[config.mk]
export PLATFORM = sky130hd
export DESIGN_NAME = uart_reg_file_flat
export DESIGN_NICKNAME = d
export VERILOG_FILES = /design/src/rtl/uart_reg_file_pkg.sv /design/src/rtl/uart_reg_file_if.sv /design/src/rtl/uart_bus_gnt.sv /design/src/rtl/uart_reg_file.sv /design/src/flat_wrapper.sv
export SDC_FILE = /design/constraint.sdc
export NUM_CORES = 1
export LEC_CHECK = 0
export BUFFER_PORTS_ARGS = -buffer_cell sky130_fd_sc_hd__buf_2
export CAP_MARGIN = 30
export CORE_ASPECT_RATIO = 1.25
export CORE_MARGIN = 5
export CORE_UTILIZATION = 55
export CTS_BUF_LIST = sky130_fd_sc_hd__clkbuf_4 sky130_fd_sc_hd__clkbuf_8
export DETAILED_ROUTE_END_ITERATION = 16
export GPL_ROUTABILITY_DRIVEN = 0
export PLACE_DENSITY = 0.71
export RECOVER_POWER = 100
export SYNTH_ARGS = -nofsm -noshare
export SYNTH_HDL_FRONTEND = slang
export SYNTH_SLANG_ARGS = --single-unit
[constraint.sdc]
create_clock -name clk -period 2.6 [get_ports clk]
set_input_delay 0.26 -clock clk [delete_from_list [all_inputs] [get_ports clk]]
set_output_delay 0.26 -clock clk [all_outputs]
set_load 0.05 [all_outputs]
[src/rtl/uart_reg_file_pkg.sv]
// Shared types and constants for the uart_reg_file register slave.
// Holds the grant FSM state encoding and the read-only ID value.
package uart_reg_file_pkg;

  typedef enum logic [1:0] {
    S_IDLE  = 2'd0,
    S_WAIT  = 2'd1,
    S_GRANT = 2'd2
  } gnt_state_e;

  localparam logic [7:0] UART_REG_ID = 8'hA5;

endpackage

[src/rtl/uart_reg_file_if.sv]
// Bus between the uart2bus master and the register-file slave:
// req/gnt handshake plus single-cycle read/write strobes.
interface uart_reg_file_if #(
  parameter int ADDR_W = 8
);
  logic              req;
  logic              gnt;
  logic [ADDR_W-1:0] addr;
  logic              wen;
  logic [7:0]        wdata;
  logic              ren;
  logic [7:0]        rdata;

  modport master (output req, addr, wen, wdata, ren, input gnt, rdata);
  modport slave  (input req, addr, wen, wdata, ren, output gnt, rdata);
endinterface

[src/rtl/uart_bus_gnt.sv]
// Grant FSM for the register-file bus. gnt_o is registered and rises
// GNT_DELAY+1 edges after req_i is first sampled high.
//
//   state   | meaning
//   S_IDLE  | no request, gnt_o low
//   S_WAIT  | request seen, delay counter running down
//   S_GRANT | bus granted while req_i stays high
module uart_bus_gnt
  import uart_reg_file_pkg::*;
#(
  parameter int GNT_DELAY = 2
) (
  input  logic clk,
  input  logic rst_n,
  input  logic req_i,
  output logic gnt_o
);

  localparam logic [3:0] CNT_LOAD = (GNT_DELAY > 0) ? 4'(GNT_DELAY - 1) : 4'd0;

  gnt_state_e state_q, state_d;
  logic [3:0] cnt_q, cnt_d;
  logic       gnt_q, gnt_d;

  always_comb begin
    state_d = state_q;
    cnt_d   = cnt_q;
    case (state_q)
      S_IDLE: begin
        if (req_i) begin
          if (GNT_DELAY == 0) begin
            state_d = S_GRANT;
          end else begin
            state_d = S_WAIT;
            cnt_d   = CNT_LOAD;
          end
        end
      end
      S_WAIT: begin
        if (!req_i)              state_d = S_IDLE;
        else if (cnt_q == 4'd0)  state_d = S_GRANT;
        else                     cnt_d   = cnt_q - 4'd1;
      end
      S_GRANT: begin
        if (!req_i) state_d = S_IDLE;
      end
      default: state_d = S_IDLE;
    endcase
    // Grant is decoded from the next state so the output is a clean flop.
    gnt_d = (state_d == S_GRANT);
  end

  always_ff @(posedge clk) begin
    if (!rst_n) begin
      state_q <= S_IDLE;
      cnt_q   <= 4'd0;
      gnt_q   <= 1'b0;
    end else begin
      state_q <= state_d;
      cnt_q   <= cnt_d;
      gnt_q   <= gnt_d;
    end
  end

  assign gnt_o = gnt_q;

endmodule

[src/rtl/uart_reg_file.sv]
// Byte register bank behind the uart2bus master with registered reads,
// sticky protocol-error flag and reg[0] exported as ctrl_o.
// Optional UART_REG_FILE_ID_EN makes address DEPTH-1 a read-only ID register.
module uart_reg_file
  import uart_reg_file_pkg::*;
#(
  parameter int ADDR_W    = 8,
  parameter int DEPTH     = 64,
  parameter int GNT_DELAY = 2
) (
  input  logic            clk,
  input  logic            rst_n,
  uart_reg_file_if.slave  bus,
  output logic [7:0]      ctrl_o,
  output logic            err_o,
  input  logic            err_clr_i
);

  localparam int IDX_W = (DEPTH > 1) ? $clog2(DEPTH) : 1;
  localparam logic [ADDR_W:0] DEPTH_W = (ADDR_W + 1)'(DEPTH);

  logic             gnt;
  logic [7:0]       regs_q [DEPTH];
  logic [7:0]       regs_d [DEPTH];
  logic [7:0]       rdata_q, rdata_d;
  logic             err_q, err_d;
  logic [IDX_W-1:0] idx;
  logic             addr_ok;
  logic             is_id;

  uart_bus_gnt #(.GNT_DELAY(GNT_DELAY)) u_bus_gnt (
    .clk   (clk),
    .rst_n (rst_n),
    .req_i (bus.req),
    .gnt_o (gnt)
  );

  assign idx     = bus.addr[IDX_W-1:0];
  assign addr_ok = {1'b0, bus.addr} < DEPTH_W;

`ifdef UART_REG_FILE_ID_EN
  assign is_id = addr_ok && (idx == IDX_W'(DEPTH - 1));
`else
  assign is_id = 1'b0;
`endif

  always_comb begin
    regs_d  = regs_q;
    rdata_d = rdata_q;
    err_d   = err_q;
    if (err_clr_i) err_d = 1'b0;
    // Error set comes after clear so a same-cycle set wins.
    if (bus.wen || bus.ren) begin
      if (!gnt) begin
        err_d = 1'b1;
      end else begin
        if (!addr_ok) err_d = 1'b1;
        if (bus.ren) begin
          if (!addr_ok)   rdata_d = 8'h00;
          else if (is_id) rdata_d = UART_REG_ID;
          else            rdata_d = regs_q[idx];
        end
        if (bus.wen && addr_ok && !is_id) regs_d[idx] = bus.wdata;
      end
    end
  end

  always_ff @(posedge clk) begin
    if (!rst_n) begin
      for (int i = 0; i < DEPTH; i++) regs_q[i] <= 8'h00;
      rdata_q <= 8'h00;
      err_q   <= 1'b0;
    end else begin
      regs_q  <= regs_d;
      rdata_q <= rdata_d;
      err_q   <= err_d;
    end
  end

  assign bus.gnt   = gnt;
  assign bus.rdata = rdata_q;
  assign ctrl_o    = regs_q[0];
  assign err_o     = err_q;

endmodule

[src/flat_wrapper.sv]
// flat-port wrapper written by rule: the top's interface ports become plain ports
module uart_reg_file_flat import uart_reg_file_pkg::*;
#(
  parameter int ADDR_W    = 8,
  parameter int DEPTH     = 64,
  parameter int GNT_DELAY = 2
)
  (clk, rst_n, ctrl_o, err_o, err_clr_i, bus_req, bus_addr, bus_wen, bus_wdata, bus_ren, bus_gnt, bus_rdata);
  uart_reg_file_if #(.ADDR_W(ADDR_W)) bus_i ();
  input  logic clk;
  input  logic rst_n;
  output logic [7:0] ctrl_o;
  output logic err_o;
  input  logic err_clr_i;
  input wire logic [$bits(bus_i.req)-1:0] bus_req;
  input wire logic [$bits(bus_i.addr)-1:0] bus_addr;
  input wire logic [$bits(bus_i.wen)-1:0] bus_wen;
  input wire logic [$bits(bus_i.wdata)-1:0] bus_wdata;
  input wire logic [$bits(bus_i.ren)-1:0] bus_ren;
  output wire logic [$bits(bus_i.gnt)-1:0] bus_gnt;
  output wire logic [$bits(bus_i.rdata)-1:0] bus_rdata;
  assign bus_i.req = bus_req;
  assign bus_i.addr = bus_addr;
  assign bus_i.wen = bus_wen;
  assign bus_i.wdata = bus_wdata;
  assign bus_i.ren = bus_ren;
  assign bus_gnt = bus_i.gnt;
  assign bus_rdata = bus_i.rdata;
  uart_reg_file #(.ADDR_W(ADDR_W), .DEPTH(DEPTH), .GNT_DELAY(GNT_DELAY)) u_core (.clk(clk), .rst_n(rst_n), .bus(bus_i), .ctrl_o(ctrl_o), .err_o(err_o), .err_clr_i(err_clr_i));
endmodule
==> impl_metrics.sql <==
INSERT INTO impl_metrics (metric_group, metric, value, unit) VALUES
('run_status', 'run_status', 'finished, final reports clean', ''),
('sta', 'finalHoldWorstSlack', '96.90', 'ps'),
('clock_tree', 'clkTransAtPathRegs', '70', 'ps'),
('synth', 'postSynthNetCount', '2830', ''),
('sta', 'final.period_utilization', '0.9175', ''),
('routing', 'detailedRoute.firstPassIterationCount', '6', ''),
('cells_and_area', 'mostFrequentLayoutCells', 'sky130_fd_sc_hd__dfxtp_1 (528), sky130_fd_sc_hd__nand2_1 (526), sky130_fd_sc_hd__a21boi_0 (461)', ''),
('clock_tree', 'clock_tree.buffer_depth', '3', ''),
('clock_tree', 'cts.repair.resized', '0', ''),
('routing', 'wirelength', '75.35', 'mm'),
('synth', 'ys_seq_area_frac', '0.4214', ''),
('global_routing', 'grt_first_pass_wirelength', '118.2', 'mm'),
('floorplan', 'die_h', '248.8', 'microns'),
('synth', 'yosys.area_share.adder', '0.0009977', ''),
('clock_tree', 'cts_tree', 'built', ''),
('clock_tree', 'cts_max_level', '3', ''),
('synth', 'synth_compound_gate_area_share', '0.2133', ''),
('routing', 'drtIter0Drc', '2085', ''),
('synth', 'synthXorXnorAreaFrac', '0', ''),
('floorplan', 'dieWidth', '201.0', 'microns'),
('sta', 'relSlewSlack', '0.4995', ''),
('routing', 'wire_per_inst', '22.06', 'microns'),
('cells_and_area', 'multi_input_area', '0.01310', 'sq mm'),
('sta', 'rsz0062_at_grt', 'no', ''),
('synth', 'netlist_instances', '2806', ''),
('global_routing', 'grt.overflow.total', '0', ''),
('synth', 'synth.yosys.warnings', '0', ''),
('cells_and_area', 'area_growth_syn_to_layout', '10.82', '%'),
('routing', 'drtAntennaViolNets', '0', ''),
('sta', 'setup_viol_count_final', '0', ''),
('synth', 'yosys-top-cells-area', 'sky130_fd_sc_hd__dfxtp_1 (42%), sky130_fd_sc_hd__a21boi_0 (13%), sky130_fd_sc_hd__mux4_2 (7.9%)', ''),
('critical_path', 'worst-path-max-fanout', '39', ''),
('floorplan', 'io_pins', '40', ''),
('critical_path', 'worst-endpoint-arrival', '2970', 'ps'),
('sta', 'hold_viol', '0', ''),
('synth', 'share_of_cell_area_taken_by_muxes_after_synthesis', '0.1361', ''),
('cells_and_area', 'nFillCells', '3839', ''),
('global_routing', 'vias_in_the_first_global_route', '21150', ''),
('sta', 'worst_slew_pin_slew', '753.9', 'ps'),
('synth', 'synthDominantCellAreaShare', '0.4214', ''),
('cells_and_area', 'finalCoreUtilization', '0.6153', ''),
('routing', 'met2WireLength', '35.52', 'mm'),
('global_routing', 'grt_start_max_net_pins', '88', ''),
('clock_tree', 'cts_post_setup_buffers_inserted', '0', ''),
('critical_path', 'worstPathRequired', '3180', 'ps'),
('clock_tree', 'clk_sinks', '528', ''),
('place', 'dp_hpwl', '45.95', 'mm'),
('power', 'fin_total_pwr', '16.72', 'mW'),
('cells_and_area', 'drive_above_1_share', '0.1622', ''),
('floorplan', 'initial_core_util', '0.5552', ''),
('floorplan', 'fp.coreArea', '0.04517', 'sq mm'),
('synth', 'synthesis.area_per_instance', '8.939', 'sq um'),
('cells_and_area', 'final_nets', '2800', ''),
('synth', 'yosys.area_share.simple', '0.1777', ''),
('place', 'dpl-instance-area', '0.02622', 'sq mm'),
('sta', 'finalWorstPathRequiredPeriod', '2385', 'ps'),
('place', 'count_of_input_and_output_buffers', '39', ''),
('synth', 'synth_top_area_cell', 'sky130_fd_sc_hd__dfxtp_1', ''),
('worst_hold_path', 'hold_path_class', 'in2reg', ''),
('sta', 'max_freq', '419.2', 'MHz'),
('routing', 'routed_via_density', '6.292', ''),
('power', 'vdd.ir_drop.worst', '337.0', 'uV'),
('sta', 'totalNegativeSetupSlack', '0', 'ps'),
('global_routing', 'antenna_violations_before_repair', '1', ''),
('synth', 'syn_area', '0.02508', 'sq mm'),
('routing', 'route.detailed.drc', '0', ''),
('routing', 'routedLengthMet1', '29.75', 'mm'),
('synth', 'synth.ff_latch_count', '528', ''),
('critical_path', 'worstSetupPathType', 'reg2reg', ''),
('routing', 'route.met3.wl', '5.928', 'mm'),
('power', 'p_leak', '9.071', 'nW');
==> metal layers <==
metal,track usage,vias up
met2,0.4756,983
met5,0,-
met3,0.05234,239
li1,-,9806
met4,0.1647,0
met1,0.3678,10470
==> cell families after synthesis <==
logic type      after synthesis
compound gates              795
fa+ha+maj                     2
buf+inv                     295
flops                       528
mux                         224
simple gates                962
==> cells in the mapped netlist <==
library cell and number:
sky130_fd_sc_hd__nor3_2 4, sky130_fd_sc_hd__o31ai_1 8, sky130_fd_sc_hd__a21boi_1 47, sky130_fd_sc_hd__buf_6 5, sky130_fd_sc_hd__nor2_1 38, sky130_fd_sc_hd__o41ai_1 8
sky130_fd_sc_hd__and3b_1 2, sky130_fd_sc_hd__and2_1 7, sky130_fd_sc_hd__o211a_1 1, sky130_fd_sc_hd__inv_2 1, sky130_fd_sc_hd__nor3b_1 3, sky130_fd_sc_hd__ha_1 2
sky130_fd_sc_hd__inv_1 4, sky130_fd_sc_hd__nor3b_2 2, sky130_fd_sc_hd__and3_1 4, sky130_fd_sc_hd__buf_2 53, sky130_fd_sc_hd__buf_4 15, sky130_fd_sc_hd__nor2_8 5
sky130_fd_sc_hd__mux2_2 56, sky130_fd_sc_hd__nor3_1 9, sky130_fd_sc_hd__dfxtp_1 528, sky130_fd_sc_hd__a21oi_1 1, sky130_fd_sc_hd__o31a_1 1, sky130_fd_sc_hd__buf_1 5
sky130_fd_sc_hd__a21boi_0 437, sky130_fd_sc_hd__mux4_2 88, sky130_fd_sc_hd__nor2_4 15, sky130_fd_sc_hd__or2_1 1, sky130_fd_sc_hd__or3b_1 1, sky130_fd_sc_hd__or2_2 1
sky130_fd_sc_hd__nor2b_1 46, sky130_fd_sc_hd__nand2b_1 4, sky130_fd_sc_hd__clkbuf_1 212, sky130_fd_sc_hd__a211oi_1 24, sky130_fd_sc_hd__o22ai_1 33, sky130_fd_sc_hd__or3_1 5
sky130_fd_sc_hd__nor4_1 9, sky130_fd_sc_hd__nand2_1 526, sky130_fd_sc_hd__nand4bb_1 1, sky130_fd_sc_hd__or3b_2 1, sky130_fd_sc_hd__nand3b_1 3, sky130_fd_sc_hd__nor2_2 9
sky130_fd_sc_hd__mux2i_1 80, sky130_fd_sc_hd__o21ai_0 235, sky130_fd_sc_hd__nand3_1 266
==> worst max-delay path: stages, from the launching register on <==
cell,delay (ps)
sky130_fd_sc_hd__dfxtp_1,370
sky130_fd_sc_hd__nand4bb_1,130
sky130_fd_sc_hd__buf_4,190
sky130_fd_sc_hd__or3_2,490
sky130_fd_sc_hd__buf_4,310
sky130_fd_sc_hd__nor2_1,540
sky130_fd_sc_hd__nand2_1,110
sky130_fd_sc_hd__a21boi_1,160
==> cell type report <==
cell class / instances / area share
clock buffers: 140 / 0.06257
repair buffers: 174 / 0.05717
flip-flops and latches: 528 / 0.3803
multi-input cells: 1983 / 0.4711
diodes: 2 / 0.0001801
clock inverters: 6 / 0.001981
well taps: 578 / 0.02602
inverters: 5 / 0.0006752
==> registers in the layout, summed over array words and instances (netlist names) <==
register and cells:
u_core.u_bus_gnt.gnt_o 1, u_core.bus.rdata 8, u_core.regs_q 504, u_core.err_o 1, u_core.ctrl_o 8, u_core.u_bus_gnt.state_q 2
u_core.u_bus_gnt.cnt_q 4
==> worst paths after layout <==
check	from	to	slack (ps)	cells after the start
max	u_core.u_bus_gnt.gnt_o	u_core.regs_q[414]	210	7
min	bus_wdata[3]	u_core.regs_q[267]	100	3
max reg2reg	u_core.u_bus_gnt.gnt_o	u_core.regs_q[414]	210	7
min reg2reg	u_core.bus.rdata[5]	u_core.bus.rdata[5]	460	2
==> report_power, final <==
part | internal (mW) | leakage (nW) | switching (mW)
clock | 4.28 | 0.963 | 3.30
combinational | 0.368 | 3.86 | 0.671
sequential | 8.10 | 4.25 | 0.00545
total | 12.7 | 9.07 | 3.98
Note: power is estimated with default switching activity, not from simulation.
